<file path="src/rtl/cmos_capture_ctrl.sv">
// Frame-level capture sequencer on the sensor pixel clock: waits for a frame boundary,
// skips settling frames, gates whole frames into the pixel packer and checks frame geometry.
module cmos_capture_ctrl #(
   parameter int BYTES_PER_LINE = 2560,
   parameter int LINES          = 720,
   parameter int SKIP_FRAMES    = 2
) (
   input  logic        pclk,
   input  logic        rst,
   input  logic        cmos_vsync,
   input  logic        cmos_href,
   input  logic [7:0]  cmos_data,
   input  logic        capture_start,
   input  logic        capture_stop,
   input  logic        cfg_continuous,
   output logic        de_o,
   output logic [7:0]  pdata_o,
   output logic        frame_start,
   output logic        frame_done,
   output logic        busy,
   output logic        size_err,
   output logic [10:0] last_lines
);

   localparam logic [11:0] BPL      = 12'(BYTES_PER_LINE);
   localparam logic [10:0] NLINES   = 11'(LINES);
   localparam logic [3:0]  NSKIP    = 4'(SKIP_FRAMES);
   localparam logic [11:0] BYTE_MAX = 12'hFFF;
   localparam logic [10:0] LINE_MAX = 11'h7FF;

   typedef enum logic [1:0] {ST_IDLE, ST_SYNC, ST_ARM, ST_ACTIVE} state_t;

   state_t      state_q;
   logic        vs_q, hr_q;
   logic        cont_q, stop_pend_q;
   logic [3:0]  skip_q;
   logic [11:0] byte_q;
   logic [10:0] line_q;
   logic        de_q, fs_q, fd_q, err_q;
   logic [7:0]  pdata_q;
   logic [10:0] last_q;

   logic vs_rise, vs_fall, hr_fall;

   assign vs_rise = cmos_vsync & ~vs_q;
   assign vs_fall = ~cmos_vsync & vs_q;
   assign hr_fall = ~cmos_href & hr_q;

   // NOTE: every register lives in this one clocked block and is written with <=, so all
   // right-hand sides see the pre-edge values and no ordering hazards or latches can arise.
   always_ff @(posedge pclk) begin
      if (rst) begin
         state_q     <= ST_IDLE;
         vs_q        <= 1'b0;
         hr_q        <= 1'b0;
         cont_q      <= 1'b0;
         stop_pend_q <= 1'b0;
         skip_q      <= '0;
         byte_q      <= '0;
         line_q      <= '0;
         de_q        <= 1'b0;
         fs_q        <= 1'b0;
         fd_q        <= 1'b0;
         err_q       <= 1'b0;
         pdata_q     <= '0;
         last_q      <= '0;
      end else begin
         vs_q    <= cmos_vsync;
         hr_q    <= cmos_href;
         pdata_q <= cmos_data;
         fs_q    <= 1'b0;
         fd_q    <= 1'b0;
         // Oversized lines and frames are dropped here but still counted for the check below.
         de_q    <= cmos_href && (state_q == ST_ACTIVE) && (byte_q < BPL) && (line_q < NLINES);

         case (state_q)
            ST_IDLE: begin
               if (capture_start && !capture_stop) begin
                  state_q     <= ST_SYNC;
                  cont_q      <= cfg_continuous;
                  stop_pend_q <= 1'b0;
                  skip_q      <= '0;
                  err_q       <= 1'b0;
               end
            end

            ST_SYNC: begin
               if (capture_stop) begin
                  state_q <= ST_IDLE;
               end else if (vs_rise) begin
                  if (skip_q == NSKIP) state_q <= ST_ARM;
                  else                 skip_q  <= skip_q + 4'd1;
               end
            end

            ST_ARM: begin
               if (capture_stop) begin
                  state_q <= ST_IDLE;
               end else if (vs_fall) begin
                  state_q <= ST_ACTIVE;
                  fs_q    <= 1'b1;
                  line_q  <= '0;
                  byte_q  <= '0;
               end
            end

            ST_ACTIVE: begin
               if (!cmos_href)            byte_q <= '0;
               else if (byte_q != BYTE_MAX) byte_q <= byte_q + 12'd1;

               if (capture_stop) stop_pend_q <= 1'b1;

               if (hr_fall) begin
                  if (line_q != LINE_MAX) line_q <= line_q + 11'd1;
                  if (byte_q != BPL)      err_q  <= 1'b1;
               end

               // A stop arriving on the closing edge still lets this frame finish.
               if (vs_rise) begin
                  fd_q   <= 1'b1;
                  last_q <= line_q;
                  if (line_q != NLINES) err_q <= 1'b1;
                  if (cont_q && !stop_pend_q && !capture_stop) state_q <= ST_ARM;
                  else                                         state_q <= ST_IDLE;
               end
            end

            default: state_q <= ST_IDLE;
         endcase
      end
   end

   assign de_o        = de_q;
   assign pdata_o     = pdata_q;
   assign frame_start = fs_q;
   assign frame_done  = fd_q;
   assign busy        = (state_q != ST_IDLE);
   assign size_err    = err_q;
   assign last_lines  = last_q;

endmodule

</file>
<file path="config.mk">
export PLATFORM = sky130hd
export DESIGN_NAME = cmos_capture_ctrl
export DESIGN_NICKNAME = d
export VERILOG_FILES = /design/src/rtl/cmos_capture_ctrl.sv
export SDC_FILE = /design/constraint.sdc
export NUM_CORES = 1
export LEC_CHECK = 0
export BUFFER_PORTS_ARGS = -buffer_cell sky130_fd_sc_hd__buf_2
export CORE_ASPECT_RATIO = 1.2
export CORE_UTILIZATION = 25
export CTS_CLUSTER_SIZE = 28
export DETAILED_ROUTE_END_ITERATION = 10
export MAX_ROUTING_LAYER = met4
export PLACE_DENSITY = 0.5
export SYNTH_ARGS = -nofsm -noshare
export SYNTH_HDL_FRONTEND = slang
export SYNTH_SLANG_ARGS = --single-unit
</file>
<file path="constraint.sdc">
create_clock -name pclk -period 1.7 [get_ports pclk]
set_clock_uncertainty 0.2 [all_clocks]
set_input_delay 0.425 -clock pclk [delete_from_list [all_inputs] [get_ports pclk]]
set_output_delay 0.425 -clock pclk [all_outputs]
set_load 0.05 [all_outputs]
</file>
==> Yosys cells after proc, flatten, opt, wreduce, memory -nomap -nowiden <==
Index checks and enable logic that the tools add are counted.
{ "totals": {"ff_bits": 56, "word_cells": 106} }
{ "op_classes": {"n_addsub": 3, "n_lt_le_gt_ge": 2, "n_eq_ne": 22, "muxes": 34, "bitwise": 8, "reduce_logical": 23} }
{ "ops": {"columns": ["operator", "n"], "rows": [
  ["2-to-1 mux 12 bit", 4],
  ["2-to-1 mux 11 bit", 4],
  ["inequality test 12 bit, second input constant", 2],
  ["one-hot mux 12 bit (2 select lines)", 1],
  ["one-hot mux 11 bit (2 select lines)", 1],
  ["inequality test 2 bit, second input constant", 9],
  ["2-to-1 mux 2 bit", 8],
  ["2-to-1 mux 4 bit", 4],
  ["AND reduction 5 bit", 3],
  ["adder 12 x 1 -> 12 bit, second input constant", 1],
  ["less-than comparator 12 bit, second input constant", 1],
  ["adder 11 x 1 -> 11 bit, second input constant", 1],
  ["less-than comparator 11 x 10 -> 1 bit, second input constant", 1],
  ["inequality test 11 x 10 -> 1 bit, second input constant", 1],
  ["inequality test 11 bit, second input constant", 1],
  ["inequality test 3 bit, second input constant", 3],
  ["2-to-1 mux 1 bit", 8],
  ["one-hot mux 2 bit (4 select lines)", 1],
  ["one-hot mux 4 bit (2 select lines)", 1],
  ["nonzero test 2 bit", 4],
  ["logical AND 1 bit", 6],
  ["AND reduction 2 bit", 3],
  ["NOT 1 bit", 5],
  ["adder 4 x 1 -> 4 bit, second input constant", 1],
  ["13 further kinds", 18]
]} }

==> Longest topological paths before layout <==
Gate-level depths: netlist (run 1).
{ "logic_depth": {"depth_word": 6, "ltp_mapped": 7, "depth_no_buf": 7} }

==> Worst setup path before layout (run 1) <==
No wires, ideal clock.
{ "synth_timing": {"path_type": "flip-flop to flip-flop", "startpoint": "register skip_q[0]", "endpoint": "register skip_q[1]", "arrival_ps": 1466, "setup_slack_ps": -37, "path_stages_with_launch": 7, "n_path_buf": 0, "period_less_slack_ps": 1737, "cell_sequence": "dfxtp_1 -> inv_1 -> ha_1 -> or3b_1 -> a31oi_1 -> or4b_1 -> a21oi_1"} }
{ "synth_between": {"elab_chain_len": 5, "word_cells_on_any_way": 8, "cone_classes": "add/sub (1); eq/ne (2); mux (4); reduce/logical (1)"} }
{ "synth_rtl": {"columns": ["item", "line", "rtl"], "rows": [
  ["from (decl)", "36", "logic [3:0] skip_q;"],
  ["from (signal assigned)", "92", "else skip_q <= skip_q + 4'd1;"],
  ["adder 4 x 1 -> 4 bit", "92", null],
  ["2-to-1 mux 4 bit", "91", "if (skip_q == NSKIP) state_q <= ST_ARM;"],
  ["2-to-1 mux 4 bit", "90", "end else if (vs_rise) begin"],
  ["2-to-1 mux 4 bit", "88", "if (capture_stop) begin"],
  ["one-hot mux 4 bit (2 select lines)", "76", "case (state_q)"]
]} }
Parallel ways exist; a longest one is shown, timed or not. The select of a mux whose other input is x is not followed.
A chain may end at the register's enable or synchronous reset.

==> Worst setup path in the final report (run 1) <==
{ "layout_timing": {"startpoint": "register state_q[1]", "endpoint": "output busy"} }
{ "layout_between": {"elab_chain_len": 1} }
{ "layout_rtl": {"columns": ["item", "line", "rtl"], "rows": [
  ["from (decl)", "33", "state_t state_q;"],
  ["from (signal assigned)", "53", "state_q <= ST_IDLE;"],
  ["from (signal assigned)", "79", "state_q <= ST_SYNC;"],
  ["from (signal assigned)", "89", "state_q <= ST_IDLE;"],
  ["nonzero test 2 bit", "137", "assign busy = (state_q != ST_IDLE);"],
  ["to (decl)", "20", "output logic busy,"]
]} }
Every way passes these cells.

==> results of run 1 <==
registers in the layout (all words and copies together), names as in the netlist, 2 cells and up:
| signal | flops |
|---|---|
| line_q | 11 |
| pdata_o | 8 |
| last_lines | 11 |
| skip_q | 4 |
| byte_q | 12 |
| state_q | 2 |
cell type report:
class	instances	area share [%]
inverter	7	0.706
multi-input combinational	214	41.2
timing repair buffer	102	19.5
tap	123	4.14
sequential	56	30.5
clock inverter	3	0.572
clock buffer	5	3.36
Yosys cell counts (all sizes together):
master,instances
a2111oi,1
a211oi,1
a21o,1
a21oi,22
a22oi,1
a31oi,6
and2,1
and3,3
and4b,1
buf,5
clkbuf,7
dfxtp,56
ha,6
inv,7
mux2i,1
nand2,37
nand2b,6
nand3,13
nand3b,1
nand4,5
nand4b,1
nor2,29
nor2b,13
nor3,11
nor3b,6
nor4,5
nor4b,6
o211ai,1
o21a,1
o21ai,8
o21bai,2
o31ai,1
o32ai,1
or2,2
or3,3
or3b,1
or4b,1
xnor2,16
how the worst max path moves through the flow:
stage                        endpoint  slack (ns)  cells after the start
4_1_cts                          busy       -0.10                      3
2_1_floorplan  line_q[3]$_SDFFE_PP0P_       -0.01                      5
3_5_place_dp   skip_q[3]$_SDFFE_PP0P_       -0.24                      7
3_3_place_gp   line_q[9]$_SDFFE_PP0P_       -0.23                      6
5_1_grt                          busy       -0.13                      3
6_report                         busy       -0.09                      3
worst max-delay path, delay by kind of cell, from the launching register on:
| family | cells | cell delay, ns |
|---|---|---|
| DFF | 1 | 0.36 |
| buffers and inverters | 2 | 0.27 |
| and+or+nand+nor | 1 | 0.24 |
metal layers:
metal	routed length (µm)	global-route usage (%)
met1	2910	16.3
met2	3180	21.8
met3	112	1.85
met4	149	5.74
met5	0	-
power breakdown:
group | total (mW) | switching, mW | internal (mW)
Sequential | 1.33 | 0.00611 | 1.33
Combinational | 0.226 | 0.128 | 0.0986
Clock | 1.06 | 0.509 | 0.551
Total | 2.62 | 0.643 | 1.97
cell families after synthesis:
kind of cell | count (synthesis) | share of synthesized area, %
xor+xnor | 16 | 5.66
flops | 56 | 45.3
mux | 1 | 0.405
fa+ha+maj | 6 | 3.03
buf+inv | 19 | 3.14
compound gates | 46 | 10.7
simple gates | 145 | 31.7
metrics by stage:
stage	instance area, µm²	hold WS [ns]
final	3720	0.128
after CTS	3500	0.123
after detailed placement	3220	0.244
after global routing	3720	0.138
after floorplan	2490	0.237
after global placement	3220	0.241
repair_timing:
| action | 4_1_cts | 5_1_grt |
|---|---|---|
| buffers inserted | 4 | 3 |
| resized for setup | 25 | 48 |
| gates cloned | 0 | 1 |
| setup endpoints to repair | 28 | 40 |
| pin swaps | 9 | 13 |
==> results.toml, run 1 <==
[status]
status = "complete, but fails checks"
failed_checks = "negative setup slack"

[die]
dieArea_um2 = 10300
ios = 39
initial_core_util_pct = 25.9
row_count = 39
core_um2 = 9560
fp.dieW_um = 92.8
die_h_um = 111

[hold_path]
hold_end = "pdata_o[0]$_SDFF_PP0_"
hp-class = "in -> reg"
min_path_cells = 2
worstHoldStart = "cmos_data[0]"

[layout]
fin_cells = 510
layout-drive-gt1-share_pct = 42.1
final_nets = 407
syn2layout_area_growth_pct = 50.4
diodes = 0
post-route-util_pct = 38.9
final_common_cell = "buf_4"
ff_latch_area_um2 = 1140
multi_input_area_um2 = 1530
nFillCells = 1030
mostFrequentLayoutCells = "54 x buf_4, 48 x dfxtp_1, 37 x buf_2, 34 x nand2_1, 26 x nor2_1"

[timing]
setup_tns_ns = -0.184
tightest_slew_ns = 0.414
hold_viol_final = 0
setup_slack_ns = -0.0933
rsz0062_at_grt = "yes"
report.final.slew_viol_count = 0
setup_viol = 8
clock.fmax_ghz = 0.558
timing.final.crit_period_ns = 1.79
fin_crit_sh_pct = 105
slew_headroom_pct = 72.3

[logic_synthesis]
yosys-top-cells-area = "dfxtp_1 45%, xnor2_1 5.7%, nand2_1 5.6%"
netlist.area_leader.share_pct = 45.3
syn_avg_cell_area_um2 = 8.56
synth_nets = 310
syn_inst = 289
ys_seq_elements = 56
syn_area_um2 = 2470
yosysWarnings = 0
synth_cell_types = 43
ys_seq_area_share_pct = 45.3
post-synth-top-area-cell = "dfxtp_1"

[grt]
grt-ovfl-total = 0
antenna_found_initial = 0
grt_pass1_vias = 2240
grt_max_degree = 19
grt_pass1_wl_um = 10700
grt_use_total_pct = 13.3

[setup_path]
crit_path_max_incr_delay_ns = 0.36
reg2reg_to = "skip_q[1]$_SDFFE_PP0P_"
worstReg2RegStart = "state_q[1]$_SDFFE_PP0P_"
critPathCaptureType = "output pin"
reg2reg_setup_slack_ns = -0.04
path_cells = "buf_6, or2_4, buf_8"
critPathSlowestCell = "dfxtp_4"
ff2ff_path_depth = 5
required_ns = 1.07
cp-start-kind = "flop"
startpoint = "state_q[1]$_SDFFE_PP0P_"
arrival_ns = 1.17
crit_path_max_fanout = 3
worst-setup-path-type = "reg -> out"

[clocking]
cts_buffers = 5
cts.sinks = 56
root_buffer = "clkbuf_16"
clkLatencyLatePin_ns = 0.30
path_clk_slew_ns = 0.08
cts_max_level = 2
cts_hold_buf = 0
cts_tree = "built"
max-clock-path-buffers = 2

[placed_design]
dpl.cell_count = 494
io_buffers = 38
gp_congestion = 0.833
hpwl_um = 4520
pre_cts_slack_ns = -0.239

[detailed_routing]
drc = 0
first_pass_iters = 4
postRouteAntennaNets = 0
vias_per_cell = 4.55
drtIter0Drc = 80
wire_per_inst_um = 12.4
routed_wirelength_um = 6350
vias = 2322

[power_and_ir_drop]
cellPowerDensity_nw_per_um2 = 703
finalPower_mw = 2.62
p_leak_nw = 1.41
ir_worst_vdd_uv = 469

[run]
drv_cap = 0
No activity file was read; power rests on OpenSTA's default activity.
==> run 2: changes to the inputs <==
--- a/config.mk
+++ b/config.mk
@@ -6,12 +6,16 @@
 export NUM_CORES = 1
 export LEC_CHECK = 0
 export BUFFER_PORTS_ARGS = -buffer_cell sky130_fd_sc_hd__buf_2
+export CELL_PAD_IN_SITES_DETAIL_PLACEMENT = 1
+export CELL_PAD_IN_SITES_GLOBAL_PLACEMENT = 1
 export CORE_ASPECT_RATIO = 1.2
 export CORE_UTILIZATION = 25
+export CTS_BUF_LIST = sky130_fd_sc_hd__clkbuf_4
 export CTS_CLUSTER_SIZE = 28
 export DETAILED_ROUTE_END_ITERATION = 10
+export GPL_TIMING_DRIVEN = 0
 export MAX_ROUTING_LAYER = met4
-export PLACE_DENSITY = 0.5
+export PLACE_DENSITY = 0.6
 export SYNTH_ARGS = -nofsm -noshare
 export SYNTH_HDL_FRONTEND = slang
 export SYNTH_SLANG_ARGS = --single-unit
==> run 2 against run 1 <==
Net effect:
- the run still ends with negative setup slack left
- critical endpoint unchanged
- via count down 0.60%
- global-route usage up 1.8 points
- largest power group unchanged
- final cell count down 4.5%
- first-iteration DRC count down 40%
- highest routed layer unchanged
- non-clock buffer count down 23
- utilization down 1.1 points
==> results.toml, run 2 (synthesized netlist as in run 1, its figures left out) <==
[setup_path]
crit_buf_inv = 2
path_cells = "clkbuf_8, or2_4, buf_8"
worst-setup-path-type = "reg -> out"
cp-start-kind = "flop"
arrival_ns = 1.31
required_ns = 1.07
crit_path_max_incr_delay_ns = 0.39
path_delay_family = "flip-flops"
critPathSlowestCell = "dfxtp_4"
reg2reg_setup_slack_ns = -0.17
crit_path_max_fanout = 3
critPathCaptureType = "output pin"

[clocking]
clkLatencyLatePin_ns = 0.39
path_clk_slew_ns = 0.17
cts_tree = "built"
root_buffer = "clkbuf_4"
cts_max_level = 2
cts.sinks = 56
max-clock-path-buffers = 2
cts_buffers = 5

[grt]
grt-ovfl-total = 0
grt_max_degree = 17
grt_pass1_vias = 2375
antenna_found_initial = 0
grt_use_total_pct = 15.1
grt_pass1_wl_um = 11900

[die]
ios = 39
dieArea_um2 = 10300
core_um2 = 9560
die_h_um = 111
initial_core_util_pct = 25.9
row_count = 39
fp.dieW_um = 92.8

[detailed_routing]
vias = 2308
first_pass_iters = 4
wire_per_inst_um = 15.1
drc = 0
drtIter0Drc = 48
routed_wirelength_um = 7350
postRouteAntennaNets = 0
vias_per_cell = 4.74

[placed_design]
hpwl_um = 4800
pre_cts_slack_ns = -0.513
gp_congestion = 0.772
io_buffers = 38
dpl_cell_area_um2 = 2840

[timing]
timing.final.crit_period_ns = 1.93
tightest_slew_ns = 0.629
clock.fmax_ghz = 0.518
fin_crit_sh_pct = 114
slew_headroom_pct = 58.1
setup_slack_ns = -0.230
report.final.slew_viol_count = 0
hold_viol_final = 0
rsz0062_at_grt = "yes"
setup_viol = 19

[layout]
largest-register = "byte_q"
final_cell_area_um2 = 3610
syn2layout_area_growth_pct = 46.1
nFillCells = 1140
final_common_cell = "nand2_1"
layout-drive-gt1-share_pct = 45.9
final_nets = 384
mostFrequentLayoutCells = "33 x nand2_1, 29 x dfxtp_1, 26 x buf_4, 26 x buf_2, 24 x nor2_1"
largest_reg_flops = 12
diodes = 0
post-route-util_pct = 37.8

[hold_path]
hp-class = "in -> reg"

[status]
failed_checks = "negative setup slack"
status = "complete, but fails checks"

[power_and_ir_drop]
ir_worst_vdd_uv = 294
p_leak_nw = 1.31
finalPower_mw = 2.16
cellPowerDensity_nw_per_um2 = 598

[run]
drv_cap = 0
run 2: repair_timing:
action | 4_1_cts | 5_1_grt
hold buffers | 0 | 0
hold endpoints to repair | 0 | 0
endpoints found under the setup margin | 41 | 52
setup buffers | 21 | 8
resized for setup | 83 | 55
pin swaps | 12 | 16
gates cloned | 1 | 0
run 2: final timing paths:
path / startpoint / end / depth (start not counted)
max: state_q[0]$_SDFFE_PP0P_ / busy / 3
min: cmos_data[7] / pdata_o[7]$_SDFF_PP0_ / 2
max reg2reg: state_q[0]$_SDFFE_PP0P_ / skip_q[1]$_SDFFE_PP0P_ / 5
min reg2reg: last_lines[7]$_SDFFE_PP0P_ / last_lines[7]$_SDFFE_PP0P_ / 2
run 2: where the power goes:
| part | leakage (nW) | switching (mW) | internal, mW | total [mW] |
|---|---|---|---|---|
| Combinational | 0.810 | 0.134 | 0.0922 | 0.226 |
| Clock | 0.0293 | 0.435 | 0.174 | 0.609 |
| Sequential | 0.470 | 0.00766 | 1.32 | 1.33 |
run 2: routing by layer:
metal / part of all wire [%] / GRT usage [%] / vias to the layer above
li1: - / - / 1154
met1: 43 / 17.5 / 1103
met2: 52 / 25.2 / 37
met3: 2.3 / 3.43 / 14
met4: 2.5 / 5.54 / 0
met5: 0 / - / -
run 2: cell type report:
class / count / area [µm²] / share of cell area [%]
Clock buffer: 6 / 45.0 / 1.25
Sequential cell: 56 / 1170 / 32.4
Tap cell: 123 / 154 / 4.26
Buffer: 11 / 88.8 / 2.46
Timing Repair Buffer: 68 / 480 / 13.3
Clock inverter: 2 / 11.3 / 0.312
Multi-Input combinational cell: 214 / 1640 / 45.3
Inverter: 7 / 26.3 / 0.727
run 2: metrics by stage:
stage | TNS [ns] | hold WS, ns | std cells
floorplan | -0.0226 | 0.237 | 289
global placement | -12.46 | 0.243 | 450
detailed placement | -12.92 | 0.246 | 450
CTS | -0.884 | 0.0116 | 479
global route | -2.80 | 0.00584 | 487
finish | -1.16 | 0.0351 | 487
==> run 3: changes to the inputs <==
--- a/config.mk
+++ b/config.mk
@@ -10,7 +10,6 @@
 export CELL_PAD_IN_SITES_GLOBAL_PLACEMENT = 1
 export CORE_ASPECT_RATIO = 1.2
 export CORE_UTILIZATION = 25
-export CTS_BUF_LIST = sky130_fd_sc_hd__clkbuf_4
 export CTS_CLUSTER_SIZE = 28
 export DETAILED_ROUTE_END_ITERATION = 10
 export GPL_TIMING_DRIVEN = 0
==> run 3 against run 2 <==
Net effect:
- the flow still finishes with violations (negative setup slack)
- sequential power about the same
- die area unchanged
- combinational power decreased by 8%
- routed wire length increased by 2.1%
- register-to-register slack improved by 0.05 ns
- highest routed layer unchanged
==> results.toml, run 3 (synthesized netlist as in run 1, its figures left out) <==
[placed_design]
dpl.cell_count = 450
pre_cts_slack_ns = -0.513
hpwl_um = 4800
io_buffers = 38
gp_congestion = 0.772

[layout]
post-route-util_pct = 38.5
nFillCells = 1137
final_common_cell = "buf_2"
largest_reg_flops = 12
final_nets = 383
mostFrequentLayoutCells = "37 x buf_2, 33 x nand2_1, 30 x dfxtp_1, 26 x nor2_1, 24 x buf_4"
fin_cells = 486
diodes = 0
syn2layout_area_growth_pct = 48.8
largest-register = "byte_q"
layout-drive-gt1-share_pct = 44.1

[grt]
antenna_found_initial = 0
grt_pass1_wl_um = 11500
grt-ovfl-total = 0
grt_pass1_vias = 2282
grt_max_degree = 17
grt_use_total_pct = 14.6

[clocking]
path_clk_slew_ns = 0.07
cts_hold_buf = 0
cts.sinks = 56
clkLatencyLatePin_ns = 0.29
cts_buffers = 5
max-clock-path-buffers = 2
cts_tree = "built"
cts_max_level = 2
root_buffer = "clkbuf_16"

[setup_path]
required_ns = 1.07
crit_path_max_fanout = 7
ff2ff_path_depth = 6
critPathCaptureType = "output pin"
crit_path_max_incr_delay_ns = 0.38
path_cells = "clkbuf_8, or2_4, buf_8"
cp-start-kind = "flop"
arrival_ns = 1.20
path_delay_family = "flip-flops"
critPathSlowestCell = "dfxtp_4"
crit_buf_inv = 2
cp.depth = 3
worst-setup-path-type = "reg -> out"

[power_and_ir_drop]
swShare_pct = 23.7
pwr-share-clk_pct = 41.0
p_switching_uw = 616
p_leak_nw = 1.36
cellPowerDensity_nw_per_um2 = 706
seqPwrFrac_pct = 51.0
ir_worst_vdd_uv = 403
finalPower_mw = 2.60
combPwrFrac_pct = 8.0
intPower_mw = 1.98

[detailed_routing]
postRouteAntennaNets = 0
met3_wirelength_um = 151
wl_met1_um = 3320
routed_wirelength_um = 7500
wire_per_inst_um = 15.4
wl_met2_um = 3920
dr.max_layer_used = "met4"
vias = 2299
drtIter0Drc = 56
first_pass_iters = 4
drc = 0
vias_per_cell = 4.73

[die]
row_count = 39
dieArea_um2 = 10300
fp.dieW_um = 92.8
initial_core_util_pct = 25.9
core_um2 = 9560
die_h_um = 111
ios = 39

[timing]
clock.fmax_ghz = 0.549
setup_viol = 15
tightest_slew_ns = 0.588
report.final.slew_viol_count = 0
setup_slack_ns = -0.123
timing.final.crit_period_ns = 1.82
hold_viol_final = 0
fin_crit_sh_pct = 107
holdWs_ns = 0.138
rsz0062_at_grt = "yes"
slew_headroom_pct = 60.8

[hold_path]
min_path_cells = 2
hp-class = "in -> reg"

[status]
status = "complete, but fails checks"
failed_checks = "negative setup slack"

[run]
drv_cap = 0
run 3: cell count changes in the layout (fill, tap and decap cells not counted), moves of 2 or more:
cell	previous run	this run
inv_2	3	1
dfxtp_2	20	16
clkbuf_16	0	5
buf_4	26	24
dfxtp_4	7	10
clkbuf_4	18	1
nor2_1	24	26
nor3_2	6	4
buf_2	26	37
inv_1	4	6
nor2_2	4	1
run 3: stage by stage:
| step | TNS, ns | cell area [µm²] |
|---|---|---|
| final | -0.766 | 3680 |
| after detailed placement | -12.92 | 2840 |
| after global routing | -2.51 | 3680 |
| after global placement | -12.46 | 2840 |
| after floorplan | -0.0226 | 2490 |
| after CTS | -0.473 | 3310 |
run 3: final cells by class:
cell class	count	area (µm²)	share of cell area [%]
buffer	11	93.8	2.55
clock buffer	7	143	3.88
clock inverter	1	7.51	0.204
inverter	7	26.3	0.714
multi-input combinational	214	1630	44.3
sequential	56	1180	32.0
tap	123	154	4.18
timing repair buffer	67	445	12.1
run 3: power by group through the flow:
stage | registers (mW) | clock network (mW) | logic, mW
6_report | 1.32 | 1.06 | 0.209
5_1_grt | 1.33 | 1.16 | 0.221
4_1_cts | 1.33 | 1.10 | 0.190
3_5_place_dp | 1.37 | 0 | 0.164
3_3_place_gp | 1.37 | 0 | 0.163
2_1_floorplan | 1.40 | 0 | 0.0706
run 3: worst reg2reg max path, delay by kind of cell, from the launching register on:
family          cells  cell delay (ns)
fa+ha+maj           1             0.14
flops               1             0.34
simple gates        2             0.79
buf+inv             1             0.04
compound gates      2             0.25
run 3: timing repair:
| item | in CTS | in global routing |
|---|---|---|
| setup buffers | 11 | 16 |
| cloned | 1 | 1 |
| endpoints found under the setup margin | 41 | 38 |
| hold endpoints to repair | 0 | 0 |
| resized for setup | 66 | 62 |
| pin swaps | 7 | 25 |
run 3: final timing paths:
check / end / slack, ns / from
min reg2reg: last_lines[4]$_SDFFE_PP0P_ / 0.25 / last_lines[4]$_SDFFE_PP0P_
max: busy / -0.12 / state_q[0]$_SDFFE_PP0P_
min: pdata_o[7]$_SDFF_PP0_ / 0.14 / cmos_data[7]
max reg2reg: skip_q[1]$_SDFFE_PP0P_ / -0.12 / skip_q[0]$_SDFFE_PP0P_
run 3: layer usage:
| layer | vias up | GRT usage (%) |
|---|---|---|
| li1 | 1145 | - |
| met1 | 1124 | 17.5 |
| met2 | 25 | 24.2 |
| met3 | 5 | 2.81 |
| met4 | 0 | 5.13 |
| met5 | - | - |
